File: config.mk
export PLATFORM = sky130hd
export DESIGN_NAME = pipe_ctrl
export DESIGN_NICKNAME = d
export VERILOG_FILES = /design/src/rtl/pipe_ctrl_pkg.sv /design/src/rtl/pipe_ctrl_hazard_detect.sv /design/src/rtl/pipe_ctrl.sv
export SDC_FILE = /design/constraint.sdc
export NUM_CORES = 1
export LEC_CHECK = 0
export CAP_MARGIN = 25
export CORE_MARGIN = 5
export CORE_UTILIZATION = 32
export DETAILED_ROUTE_END_ITERATION = 10
export GPL_ROUTABILITY_DRIVEN = 1
export GPL_TIMING_DRIVEN = 0
export PLACE_DENSITY = 0.81
export SLEW_MARGIN = 20
export SYNTH_ARGS = -nofsm -noshare
export SYNTH_HDL_FRONTEND = slang
export SYNTH_HIERARCHICAL = 1
export SYNTH_SLANG_ARGS = --single-unit
File: constraint.sdc
create_clock -name clk -period 3.3 [get_ports clk]
set_input_delay 0.99 -clock clk [delete_from_list [all_inputs] [get_ports clk]]
set_output_delay 0.99 -clock clk [all_outputs]
set_load 0.005 [all_outputs]
File: src/rtl/pipe_ctrl_pkg.sv
// Shared core package for the pipeline controller: state encoding, address
// widths and the default fetch-timeout threshold.
package pipe_ctrl_pkg;

  localparam int unsigned FETCH_TIMEOUT_DEFAULT = 16;
  localparam int unsigned REG_ADDR_W            = 5;
  localparam int unsigned FWAIT_W               = 8;

  typedef enum logic [2:0] {
    CTRL_RESET      = 3'd0,
    CTRL_RUN        = 3'd1,
    CTRL_MEM_WAIT   = 3'd2,
    CTRL_FLUSH      = 3'd3,
    CTRL_LOAD_USE   = 3'd4,
    CTRL_FETCH_WAIT = 3'd5
  } ctrl_state_e;

endpackage

File: src/rtl/pipe_ctrl_hazard_detect.sv
// hazard_detect: purely combinational load-use comparator.
// Ports:
//   id_rs1_addr_i/id_rs2_addr_i  source registers of the instruction in ID
//   id_uses_rs1_i/id_uses_rs2_i  the ID instruction reads that source
//   ex_is_load_i                 the EX instruction is a load
//   ex_rd_addr_i                 destination register of the EX instruction
//   lu_o                         load-use hazard present this cycle
module hazard_detect
  import pipe_ctrl_pkg::*;
(
  input  logic [REG_ADDR_W-1:0] id_rs1_addr_i,
  input  logic [REG_ADDR_W-1:0] id_rs2_addr_i,
  input  logic                  id_uses_rs1_i,
  input  logic                  id_uses_rs2_i,
  input  logic                  ex_is_load_i,
  input  logic [REG_ADDR_W-1:0] ex_rd_addr_i,
  output logic                  lu_o
);

  logic rs1_hit;
  logic rs2_hit;

  assign rs1_hit = id_uses_rs1_i && (id_rs1_addr_i == ex_rd_addr_i);
  assign rs2_hit = id_uses_rs2_i && (id_rs2_addr_i == ex_rd_addr_i);

  // x0 is never written, so a load targeting it cannot create a dependency.
  assign lu_o = ex_is_load_i && (ex_rd_addr_i != '0) && (rs1_hit || rs2_hit);

endmodule

File: src/rtl/pipe_ctrl.sv
// pipe_ctrl: hazard and stall controller for the IF/ID/EX pipeline.
// Decides per cycle which stages hold and which pipeline registers take a
// bubble, tracks controller state, and flags a stuck instruction fetch.
// Ports:
//   clk, rst_n                          clock, async active-low reset
//   imem_ready                          fetch data valid this cycle
//   id_rs1_addr/id_rs2_addr/id_uses_*   ID source operands
//   ex_is_load/ex_rd_addr               EX load and its destination
//   ex_take_branch                      taken branch/jump in EX
//   lsu_busy                            data-memory access outstanding
//   if_stall/id_stall/ex_stall          hold PC, IF/ID, ID/EX (combinational)
//   id_flush/ex_flush                   bubble into IF/ID, ID/EX (combinational)
//   ctrl_state                          current state, debug
//   fetch_err                           sticky fetch-timeout flag
//   perf_*                              performance counters
// Optional feature: define PIPE_CTRL_PERF_EN to build the perf counters;
// otherwise the perf_* ports are tied to zero.
module pipe_ctrl
  import pipe_ctrl_pkg::*;
#(
  parameter int unsigned FETCH_TIMEOUT = FETCH_TIMEOUT_DEFAULT,
  parameter int unsigned CNT_W         = 32
) (
  input  logic             clk,
  input  logic             rst_n,
  input  logic             imem_ready,
  input  logic [4:0]       id_rs1_addr,
  input  logic [4:0]       id_rs2_addr,
  input  logic             id_uses_rs1,
  input  logic             id_uses_rs2,
  input  logic             ex_is_load,
  input  logic [4:0]       ex_rd_addr,
  input  logic             ex_take_branch,
  input  logic             lsu_busy,
  output logic             if_stall,
  output logic             id_stall,
  output logic             ex_stall,
  output logic             id_flush,
  output logic             ex_flush,
  output logic [2:0]       ctrl_state,
  output logic             fetch_err,
  output logic [CNT_W-1:0] perf_stall_cycles,
  output logic [CNT_W-1:0] perf_flushes,
  output logic [CNT_W-1:0] perf_load_use
);

  ctrl_state_e        state_q, state_d;
  logic [FWAIT_W-1:0] fwait_cnt_q, fwait_cnt_d;
  logic               fetch_err_q;
  logic               fetch_timeout;
  logic               lu;

  hazard_detect u_hazard_detect (
    .id_rs1_addr_i (id_rs1_addr),
    .id_rs2_addr_i (id_rs2_addr),
    .id_uses_rs1_i (id_uses_rs1),
    .id_uses_rs2_i (id_uses_rs2),
    .ex_is_load_i  (ex_is_load),
    .ex_rd_addr_i  (ex_rd_addr),
    .lu_o          (lu)
  );

  // Priority decode: first matching condition sets outputs and next state.
  always_comb begin
    state_d  = state_q;
    if_stall = 1'b0;
    id_stall = 1'b0;
    ex_stall = 1'b0;
    id_flush = 1'b0;
    ex_flush = 1'b0;
    if (state_q == CTRL_RESET) begin
      if_stall = 1'b1;
      id_stall = 1'b1;
      ex_stall = 1'b1;
      id_flush = 1'b1;
      ex_flush = 1'b1;
      state_d  = CTRL_RUN;
    end else if (lsu_busy) begin
      // A taken branch stays parked in EX until the memory access finishes.
      if_stall = 1'b1;
      id_stall = 1'b1;
      ex_stall = 1'b1;
      state_d  = CTRL_MEM_WAIT;
    end else if (ex_take_branch) begin
      // PC loads the target regardless of imem_ready.
      id_flush = 1'b1;
      ex_flush = 1'b1;
      state_d  = CTRL_FLUSH;
    end else if (lu) begin
      if_stall = 1'b1;
      id_stall = 1'b1;
      ex_flush = 1'b1;
      state_d  = CTRL_LOAD_USE;
    end else if (!imem_ready) begin
      if_stall = 1'b1;
      id_flush = 1'b1;
      state_d  = CTRL_FETCH_WAIT;
    end else begin
      state_d  = CTRL_RUN;
    end
  end

  // Fetch watchdog: saturating count of consecutive not-ready cycles.
  always_comb begin
    fwait_cnt_d = fwait_cnt_q;
    if (imem_ready) begin
      fwait_cnt_d = '0;
    end else if (fwait_cnt_q != {FWAIT_W{1'b1}}) begin
      fwait_cnt_d = fwait_cnt_q + FWAIT_W'(1);
    end
  end

  assign fetch_timeout = !imem_ready && (fwait_cnt_q == FWAIT_W'(FETCH_TIMEOUT - 1));

  always_ff @(posedge clk or negedge rst_n) begin
    if (!rst_n) begin
      state_q     <= CTRL_RESET;
      fwait_cnt_q <= '0;
      fetch_err_q <= 1'b0;
    end else begin
      state_q     <= state_d;
      fwait_cnt_q <= fwait_cnt_d;
      if (fetch_timeout) begin
        fetch_err_q <= 1'b1;
      end
    end
  end

  assign ctrl_state = 3'(state_q);
  assign fetch_err  = fetch_err_q;

`ifdef PIPE_CTRL_PERF_EN
  logic             stall_evt;
  logic             branch_won;
  logic             lu_won;
  logic [CNT_W-1:0] stall_cnt_q;
  logic [CNT_W-1:0] flush_cnt_q;
  logic [CNT_W-1:0] lu_cnt_q;

  assign stall_evt  = if_stall && (state_q != CTRL_RESET);
  assign branch_won = (state_q != CTRL_RESET) && !lsu_busy && ex_take_branch;
  assign lu_won     = (state_q != CTRL_RESET) && !lsu_busy && !ex_take_branch && lu;

  // Counters wrap naturally at 2^CNT_W.
  always_ff @(posedge clk or negedge rst_n) begin
    if (!rst_n) begin
      stall_cnt_q <= '0;
      flush_cnt_q <= '0;
      lu_cnt_q    <= '0;
    end else begin
      if (stall_evt)  stall_cnt_q <= stall_cnt_q + CNT_W'(1);
      if (branch_won) flush_cnt_q <= flush_cnt_q + CNT_W'(1);
      if (lu_won)     lu_cnt_q    <= lu_cnt_q + CNT_W'(1);
    end
  end

  assign perf_stall_cycles = stall_cnt_q;
  assign perf_flushes      = flush_cnt_q;
  assign perf_load_use     = lu_cnt_q;
`else
  assign perf_stall_cycles = '0;
  assign perf_flushes      = '0;
  assign perf_load_use     = '0;
`endif

endmodule
==> metrics <==
post-synth top area share between 40% and 50%; syn avg cell area just over 8 um2; Worst Setup End Kind primary output; DP Wirelength 3010 um; vias per cell between 3 and 4; H-tree levels 1; mux contribution to synthesized area less than 1%; clock transition at the registers of the reported paths approximately 0.05 ns; HP Class reg -> reg; Post-synth ARST share between 90% and 100%; largest net degree at the start of global routing 13; final cycle utilization of the critical path 102%; critical path fanouts, max 3; critical path type in -> out; fmax roughly 0.30 GHz; DR DRC count 0; IR drop worst, VDD about 0.15 mV; I/O pin total ~130; clk_lat worst skew around 0.24 ns; final hold slack 0.474 ns; largest family of logic cells by synthesized area buffers and inverters; IO buf count 31; RSZ-0062 raised after global routing yes; Max-slew headroom 64.0%; MaxCap Viol Count 0; Yosys warning count 6; Post-Synth XOR/XNOR Area between 5 and 6%; grt ovf 0; Synth Register Bits 12; Final GP Congestion 0.762; nets roughly 340; DP Area between 2000 and 2500 um2; root buffer cell clkbuf_8; vias in the first global route 1246; Post-Synth Adder-Cell Area 0.846%; Chip Width around 80 um; final clock skew just over 0.006 ns; antenna violations before repair 0; post-route setup slack -0.0584 ns; area leader, netlist buf_4; final wirelength 3410 um; post-synth cell types 36; PwrDens between 200 and 250 nW/um2; CTS tree yes; Chip Height 78.0 um; fraction of layout cells with a size suffix above 1 40.6%; TritonRoute pass-1 iters 4; global-route wire length before repair roughly 5300 um; Startpoint Class primary input; Post-synth EDFFs 0; DR vias ~1300; hold-fix buffers at CTS 0; core area roughly 4400 um2; slew of the pin with the lowest slew margin about 0.54 ns; synthesized area 1480 um2; ANT cells 0; Initial Utilization 33.5%; failing checks setup timing; main area contributors after synthesis buf_4 49%, dfrtp_1 20%, xor2_1 4.7%, nor2_1 1.8%, a21oi_1 1.7%; Slew Viols, Final 0; minimum clock period ~3.4 ns; Final setup viols 2; die area ~6000 um2; Critical Path RT ~2.3 ns; fin area around 2300 um2; Compound-Gate Fraction of Synth Area between 8 and 9%; row count 24; CTS buffer count 3; Top FF cell, synth dfrtp_1; Synth Area in Simple Gates a little over an eighth; Final Hold Fails 0; post-route ant nets 0; outcome finished, violations left; Place WS -0.868 ns; clock tree sinks 12; maximum clock insertion buffer count 2; area growth from synthesis to layout 52.5%; leakage power figure ~1.3 nW; Mapped Cells 179; WL/cell 9.42 um; First DRT Iteration DRCs 86; Worst Path Arrival around 2.4 ns; Seq/Total Area, Yosys 20.3%; All-Layer GR Usage around a tenth
-- metrics by stage --
step,TNS [ns],instances,power [mW],utilization (%)
after floorplan,0,274,0.295,-
final,-0.110,362,0.487,51.1
after detailed placement,-3.19,357,0.352,50.1
after CTS,-0.133,362,0.477,50.4
after global routing,-0.598,362,0.519,51.1
after global placement,-3.24,357,0.350,50.1
-- registers in the layout, indices dropped and copies added, names as in the netlist --
name         count
ctrl_state       3
fetch_err        1
fwait_cnt_q      8
-- power breakdown --
| group | switching [mW] | internal, mW | total [mW] |
|---|---|---|---|
| Combinational | 0.0783 | 0.119 | 0.197 |
| Clock | 0.0507 | 0.0802 | 0.131 |
| Sequential | 0.00534 | 0.154 | 0.159 |
| Total | 0.134 | 0.352 | 0.487 |
-- path summary, 6_finish.rpt --
| kind | start | end | slack (ns) | cells past startpoint |
|---|---|---|---|---|
| worst max-delay path | id_rs1_addr[2] | if_stall | -0.06 | 9 |
| worst min-delay path | fetch_err$_DFFE_PN0P_ | fetch_err$_DFFE_PN0P_ | 0.47 | 1 |
| worst max register to register | fwait_cnt_q[0]$_DFFE_PN0P_ | fwait_cnt_q[6]$_DFFE_PN0P_ | 1.80 | 5 |
| worst min register to register | fetch_err$_DFFE_PN0P_ | fetch_err$_DFFE_PN0P_ | 0.47 | 1 |
| max in group asynchronous | rst_n | ctrl_state[0]$_DFF_PN0_ | 1.83 | 1 |
| min in group asynchronous | rst_n | fwait_cnt_q[3]$_DFFE_PN0P_ | 1.10 | 1 |
-- final cells by class --
type / count / area [um2]
fillers: 432 / 2160
repair buffers: 33 / 279
clock buffers: 3 / 41.3
well taps: 52 / 65.1
flip-flops and latches: 12 / 300
plain buffers: 98 / 729
inverters: 2 / 10.0
multi-input cells: 162 / 831
-- repair_timing --
item / in CTS / in global routing
gates resized for setup: 68 / 11
pin swaps: 18 / 9
setup endpoints to repair: 4 / 4
setup buffers: 2 / 1
gates cloned: 0 / 0
-- synthesized netlist by cell type (2+ instances only) --
cell type	instances
a31oi_1	3
nor3_1	4
nor2_1	7
nand3_1	4
nand2b_1	2
and3_1	2
o21bai_1	3
inv_1	2
and2_1	2
o21ai_0	5
a21oi_1	5
xnor2_1	2
or4_1	2
xor2_1	8
dfrtp_1	12
buf_4	96
-- worst max-delay path, cell delays in order --
cell	delay [ns]
clkdlybuf4s50_1	0.47
xnor2_1	0.11
nand3_1	0.11
a21oi_2	0.17
buf_4	0.14
inv_4	0.04
a21oi_4	0.11
nand2b_4	0.13
buf_6	0.09
-- cells in the final DEF, fill, tap and decap left out, types with 2 or more instances in the layout --
master / n
nand3_1: 4
o21ai_1: 4
clkdlybuf4s15_1: 2
buf_6: 3
buf_2: 11
and3_1: 2
nor3_1: 4
xor2_1: 7
a31oi_1: 3
buf_4: 98
xnor2_1: 2
conb_1: 96
nor2_1: 6
dfrtp_1: 12
a21oi_1: 3
clkbuf_8: 3
o21ai_0: 2
or4_1: 2
and2_1: 2
o21bai_1: 3
clkdlybuf4s50_1: 14
-- cells by family (layout without fill, tap and decap cells) --
| kind of cell | Yosys count | count (layout) |
|---|---|---|
| DFF | 12 | 12 |
| xor gates and xnor gates | 10 | 10 |
| adders and majority gates | 1 | 1 |
| muxes | 1 | 1 |
| and+or+nand+nor | 33 | 33 |
| other | 1 | 96 |
| AOI/OAI and AO/OA | 21 | 21 |
| buffers and inverters | 100 | 136 |
-- layer usage --
layer / track usage, % / vias up / share of wire, %
li1: - / 667 / -
met1: 11.1 / 515 / 34
met2: 20.2 / 81 / 54
met3: 1.74 / 7 / 10
met4: 2.03 / 0 / 1.3
met5: 0 / - / 0
Note: power is estimated with default switching activity, not from simulation.
